==> config.mk <==
export PLATFORM = sky130hd
export DESIGN_NAME = fc1_ofm_buffer
export DESIGN_NICKNAME = d
export VERILOG_FILES = /design/src/rtl/fc1_ofm_buffer_pkg.sv /design/src/rtl/fc_buffer_ram.sv /design/src/rtl/fc1_ofm_buffer.sv
export SDC_FILE = /design/constraint.sdc
export NUM_CORES = 2
export LEC_CHECK = 0
export CAP_MARGIN = 20
export CORE_MARGIN = 5
export CORE_UTILIZATION = 40
export DETAILED_ROUTE_END_ITERATION = 7
export GPL_TIMING_DRIVEN = 0
export SYNTH_ARGS = -nofsm -noshare
export SYNTH_HDL_FRONTEND = slang
export SYNTH_SLANG_ARGS = --single-unit
==> constraint.sdc <==
create_clock -name clk -period 6.8 [get_ports clk]
set_input_delay 1.36 -clock clk [delete_from_list [all_inputs] [get_ports clk]]
set_output_delay 1.36 -clock clk [all_outputs]
set_load 0.05 [all_outputs]
==> src/rtl/fc1_ofm_buffer_pkg.sv <==
// Shared types for the FC1 output-feature-map buffer.
// State encoding and layer sizes used by the buffer and its bench.
package fc1_ofm_buffer_pkg;

  localparam int FC1_NEURONS = 84;
  localparam int FC2_NEURONS = 10;

  typedef enum logic [2:0] {
    S_FILL,
    S_RD,
    S_ISSUE,
    S_WAIT_END,
    S_RELEASE
  } buf_state_t;

endpackage

==> src/rtl/fc_buffer_ram.sv <==
// Simple dual-port RAM: one write port, one registered read port.
// clk/reset, wr_en/wr_addr/wr_data, rd_en/rd_addr -> rd_data (1-cycle latency).
module fc_buffer_ram #(
  parameter int DATA_WIDTH = 32,
  parameter int DEPTH      = 84,
  parameter int ADDR_BITS  = $clog2(DEPTH)
) (
  input  logic                  clk,
  input  logic                  reset,
  input  logic                  wr_en,
  input  logic [ADDR_BITS-1:0]  wr_addr,
  input  logic [DATA_WIDTH-1:0] wr_data,
  input  logic                  rd_en,
  input  logic [ADDR_BITS-1:0]  rd_addr,
  output logic [DATA_WIDTH-1:0] rd_data
);

  logic [DATA_WIDTH-1:0] mem [DEPTH];

  always_ff @(posedge clk) begin
    if (wr_en)
      mem[wr_addr] <= wr_data;
  end

  // Read register holds its value between reads.
  always_ff @(posedge clk) begin
    if (reset)
      rd_data <= '0;
    else if (rd_en)
      rd_data <= mem[rd_addr];
  end

endmodule

==> src/rtl/fc1_ofm_buffer.sv <==
// Captures one FC1 output block, replays it to FC2 one element per pulse.
// Ports: FC1 side data_in/enable_write_previous/start_from_previous/end_to_previous,
// FC2 side data_out/start_to_next/end_from_next, sticky buffer_error.
module fc1_ofm_buffer
  import fc1_ofm_buffer_pkg::*;
#(
  parameter int DATA_WIDTH  = 32,
  parameter int NUM_NEURONS = FC1_NEURONS,
  parameter int ADDR_BITS   = $clog2(NUM_NEURONS)
) (
  input  logic                  clk,
  input  logic                  reset,
  input  logic [DATA_WIDTH-1:0] data_in,
  input  logic                  enable_write_previous,
  input  logic                  start_from_previous,
  output logic                  end_to_previous,
  output logic [DATA_WIDTH-1:0] data_out,
  output logic                  start_to_next,
  input  logic                  end_from_next,
  output logic                  buffer_error
);

  localparam logic [ADDR_BITS-1:0] PTR_LAST = ADDR_BITS'(NUM_NEURONS - 1);
  localparam logic [ADDR_BITS:0]   CNT_FULL = (ADDR_BITS + 1)'(NUM_NEURONS);

  buf_state_t           state;
  logic [ADDR_BITS-1:0] wr_ptr;
  logic [ADDR_BITS-1:0] rd_ptr;
  logic [ADDR_BITS:0]   wr_cnt;
  logic                 wr_ok;
  logic [ADDR_BITS:0]   cnt_after;

  assign wr_ok = (state == S_FILL) && enable_write_previous
               && (wr_cnt != CNT_FULL);
  // Count including a write landing in the same cycle as the start pulse.
  assign cnt_after = wr_cnt + {{ADDR_BITS{1'b0}}, wr_ok};

  fc_buffer_ram #(
    .DATA_WIDTH(DATA_WIDTH),
    .DEPTH     (NUM_NEURONS),
    .ADDR_BITS (ADDR_BITS)
  ) u_ram (
    .clk    (clk),
    .reset  (reset),
    .wr_en  (wr_ok),
    .wr_addr(wr_ptr),
    .wr_data(data_in),
    .rd_en  (state == S_RD),
    .rd_addr(rd_ptr),
    .rd_data(data_out)
  );

  always_ff @(posedge clk) begin
    if (reset) begin
      state           <= S_FILL;
      wr_ptr          <= '0;
      rd_ptr          <= '0;
      wr_cnt          <= '0;
      start_to_next   <= 1'b0;
      end_to_previous <= 1'b0;
      buffer_error    <= 1'b0;
    end else begin
      start_to_next   <= 1'b0;
      end_to_previous <= 1'b0;

      if (wr_ok) begin
        wr_cnt <= cnt_after;
        if (wr_ptr != PTR_LAST)
          wr_ptr <= wr_ptr + 1'b1;
      end

      // Overflow writes and writes outside FILL are both dropped.
      if (enable_write_previous && !wr_ok)
        buffer_error <= 1'b1;
      if (start_from_previous && state != S_FILL)
        buffer_error <= 1'b1;

      unique case (state)
        S_FILL: begin
          if (start_from_previous) begin
            state <= S_RD;
            if (cnt_after != CNT_FULL)
              buffer_error <= 1'b1;
          end
        end
        S_RD: begin
          state         <= S_ISSUE;
          start_to_next <= 1'b1;
        end
        S_ISSUE: begin
          if (rd_ptr == PTR_LAST) begin
            rd_ptr <= '0;
            state  <= S_WAIT_END;
          end else begin
            rd_ptr <= rd_ptr + 1'b1;
            state  <= S_RD;
          end
        end
        S_WAIT_END: begin
          if (end_from_next) begin
            state           <= S_RELEASE;
            end_to_previous <= 1'b1;
          end
        end
        S_RELEASE: begin
          wr_ptr <= '0;
          wr_cnt <= '0;
          state  <= S_FILL;
        end
        default: state <= S_FILL;
      endcase
    end
  end

endmodule
==> flow_metrics.py <==
metrics = {
    "run_status": {
        "run_status": "completed",
    },
    "yosys": {
        "synth_enable_flop_cells": 2688,
        "synth_unique_cells": 72,
        "post_synth_inst_count": 4879,
        "avg_cell_area_syn_um2": 21.7,
        "dominantRegCellSynth": "edfxtp_1",
        "async_flop_share_pct": 0,
        "ys_ff_latch": 2748,
        "synth-warning-count": 0,
        "mappedNetlistArea_um2": 106000,
        "synth_seq_area_share_pct": 77.4,
        "synth_fp_nets": 4920,
        "post_synth_main_area_contributors": "edfxtp_1, mux4_2, mux2i_1",
        "synthDominantAreaCellType": "edfxtp_1",
        "synthDominantCellAreaShare_pct": 76.3,
    },
    "setup_path": {
        "crit_slowest_cell": "a311oi_1",
        "worst_path_dominant_cell_family": "buffers and inverters",
        "arrival_ns": 5.72,
        "critical_path_depth": 10,
        "worstPathMaxFanout": 11,
        "timing.critical_path.from": "rd_ptr[1]$_SDFFE_PP0N_",
        "worst_r2r_endpoint": "u_ram.rd_data[29]$_SDFFE_PP0P_",
        "worst_setup_path_start_kind": "flip-flop",
        "data_required_time_at_the_worst_endpoint_ns": 7.59,
        "timing.critical_path.cells": "buf_4 -> buf_6 -> buf_6 -> buf_4 -> buf_4 -> mux4_2 -> o21ai_0 -> nand4_1 -> a311oi_1 -> o31ai_1",
        "max_stage_delay_ns": 0.96,
        "startpoint_of_the_lowest_slack_register_to_register_path": "rd_ptr[1]$_SDFFE_PP0N_",
        "kind_of_critical_path": "reg2reg",
        "ff2ff_setup_slack_ns": 1.87,
        "endpoint_kind": "flip-flop",
        "critPathCapture": "u_ram.rd_data[29]$_SDFFE_PP0P_",
        "cp.buffers_inverters": 5,
        "path_common_cell": "buf_4",
        "r2r.worst_path.cells": 10,
    },
    "clock_tree": {
        "clk_transition_reported_paths_ns": 0.06,
        "cts_made_buffers": 299,
        "post-cts-setup-buffer-count": 0,
        "cts_repair_resize_count": 0,
        "clock-sinks": 2748,
        "cts_tree": "built",
        "cts.path.max_buffers": 4,
        "clockRootBuffer": "clkbuf_16",
        "cts_hold_repair.buffers": 0,
        "cts-htree-levels": 5,
        "clk-insertion-delay-late_ns": 0.95,
    },
    "hold_path": {
        "hp-class": "reg2reg",
        "holdCritStartpoint": "wr_cnt[0]$_SDFFE_PP0P_",
    },
    "final_layout": {
        "synthesis_to_layout_area_growth_pct": 16.8,
        "final_nets": 5457,
        "layout.cells.most_common_list": "edfxtp_1, mux4_2, mux2i_1",
        "fillers": 21551,
        "layout_commonest_cell": "edfxtp_1",
        "final_util_pct": 47.0,
        "design_area_um2": 124000,
        "fraction_of_final_layout_cells_sized_beyond_drive_strength_1_pct": 26.1,
    },
    "global_routing": {
        "vias_in_the_first_global_route": 54745,
        "maximum_number_of_pins_on_one_net_before_global_route_repair": 85,
        "grt_usage_pct": 25.9,
        "global_route.overflow_total": 0,
        "grt_antenna_before_repair": 33,
        "first_pass_grt_wire_length_mm": 480,
    },
    "flow_run": {
        "timing.max_cap.violations": 0,
    },
    "pwr": {
        "power_switching_share_pct": 22.3,
        "power_density_over_cell_area_nw_per_um2": 293,
        "p_leak_uw": 0.0372,
        "design_power_total_uw": 36200,
        "p_comb_share_pct": 6.6,
        "ir_drop_mv": 0.179,
        "clock_power_share_pct": 41.7,
        "power.switching_uw": 8060,
        "p_int_uw": 28100,
        "sequentialPowerShare_pct": 51.7,
    },
    "drt": {
        "detail_route.wirelength_mm": 361,
        "detail_route.vias_per_cell": 6.30,
        "dr.pass1.iters": 8,
        "post_route_drc_violation_count": 0,
        "ant_nets": 0,
        "route.detailed.wl_per_inst_um": 39.5,
        "first_iter_violations": 9967,
        "dr_total_vias": 57559,
    },
    "floorplan": {
        "core_region_area_um2": 263000,
        "die_w_um": 524,
        "floorplan.io_pins": 72,
        "initial_core_util_pct": 40.3,
        "die-area_um2": 275000,
        "die_height_um": 524,
        "placementRows": 188,
    },
    "sta": {
        "post-route-period-util_pct": 72.5,
        "slew_violations": 0,
        "maxSlewHeadroom_pct": 16.4,
        "final_setup_violations": 0,
        "max_freq_mhz": 203,
        "worst_clock_skew_ns": 0.0758,
        "grt_setup_unrepaired": "no",
        "whs_ns": 0.487,
        "timing_hold_violations_final": 0,
        "finalCriticalPeriod_ns": 4.93,
        "worstMarginPinSlew_ns": 1.25,
    },
    "place": {
        "routability_congestion_estimate_from_global_placement": 0.954,
        "post_dp_cell_area_um2": 115000,
        "port_buffers": 71,
        "detailed_place_hpwl_mm": 246,
    },
}
[layout make-up]
class                           count  area (um2)  share of cell area (%)
Clock buffer                      379        7980                    6.46
Tap cell                         3515        4400                    3.56
Clock inverter                    114         817                   0.661
Antenna cell                       16        40.0                  0.0324
Inverter                            4        15.0                  0.0121
Buffer                            278        1940                    1.57
Multi-Input combinational cell   1849       22700                    18.3
Timing Repair Buffer              236        3840                    3.11
Sequential cell                  2748       81900                    66.3
[through the flow]
step | instances | worst slack (ns) | setup TNS (ns)
floorplan | 4879 | 2.83 | 0
global placement | 8465 | -0.899 | -813.66
CTS | 9115 | 2.17 | 0
global route | 9126 | 2.12 | 0
finish | 9139 | 1.87 | 0
detailed placement | 8622 | 1.76 | 0
[sequential cells by signal (all words and copies together), names as in the netlist]
name             cells
u_ram.mem         2688
u_ram.rd_data       32
wr_cnt               8
rd_ptr               7
wr_ptr               7
state                3
buffer_error         1
end_to_previous      1
start_to_next        1
[cells in the mapped netlist (all sizes together) (46+ instances only)]
cell	n
nor3	46
a21oi	48
mux2i	309
nand2	55
dfxtp	60
a211oi	73
clkbuf	64
o22ai	62
nor2	172
a22oi	101
mux4	558
edfxtp	2688
buf	212
[how the worst min path moves through the flow]
| stage | endpoint | slack (ns) | depth (start not counted) |
|---|---|---|---|
| 2_1_floorplan | wr_cnt[0]$_SDFFE_PP0P_ | 0.45 | 2 |
| 3_3_place_gp | wr_cnt[0]$_SDFFE_PP0P_ | 0.49 | 2 |
| 3_5_place_dp | wr_cnt[0]$_SDFFE_PP0P_ | 0.48 | 2 |
| 4_1_cts | wr_cnt[0]$_SDFFE_PP0P_ | 0.49 | 2 |
| 5_1_grt | wr_cnt[0]$_SDFFE_PP0P_ | 0.51 | 2 |
| 6_report | wr_cnt[0]$_SDFFE_PP0P_ | 0.49 | 2 |
[worst register-to-register path, delay by kind of cell, from the launching register on]
family / cells / cell delay (ns)
DFF: 1 / 0.34
muxes: 1 / 0.37
and+or+nand+nor: 1 / 0.55
buffers and inverters: 5 / 1.96
AOI/OAI and AO/OA: 3 / 1.59
[cell families after synthesis]
family	synth area share, %
flip-flops	77.4
multiplexers	15.1
AO/OA/AOI/OAI	3.32
AND/OR/NAND/NOR	2.12
buffers and inverters	1.85
XOR/XNOR	0.149
adder cells (fa/ha/maj)	0.0473
[power groups by stage]
stage,clock (uW),combinational [uW],sequential [uW]
finish,15100,2390,18700
global route,15900,2430,18700
CTS,15200,2340,18700
detailed placement,0,2340,19000
floorplan,0,1070,19100
global placement,0,2210,19100
[routing by layer]
layer | vias up | track usage, % | wire, um
met2 | 4314 | 38.5 | 161000
met1 | 30639 | 34.5 | 132000
met3 | 861 | 8.57 | 48500
met4 | 18 | 12.3 | 20300
met5 | - | 0.918 | 384
li1 | 21727 | - | -
No activity file was read; power rests on OpenSTA's default activity.
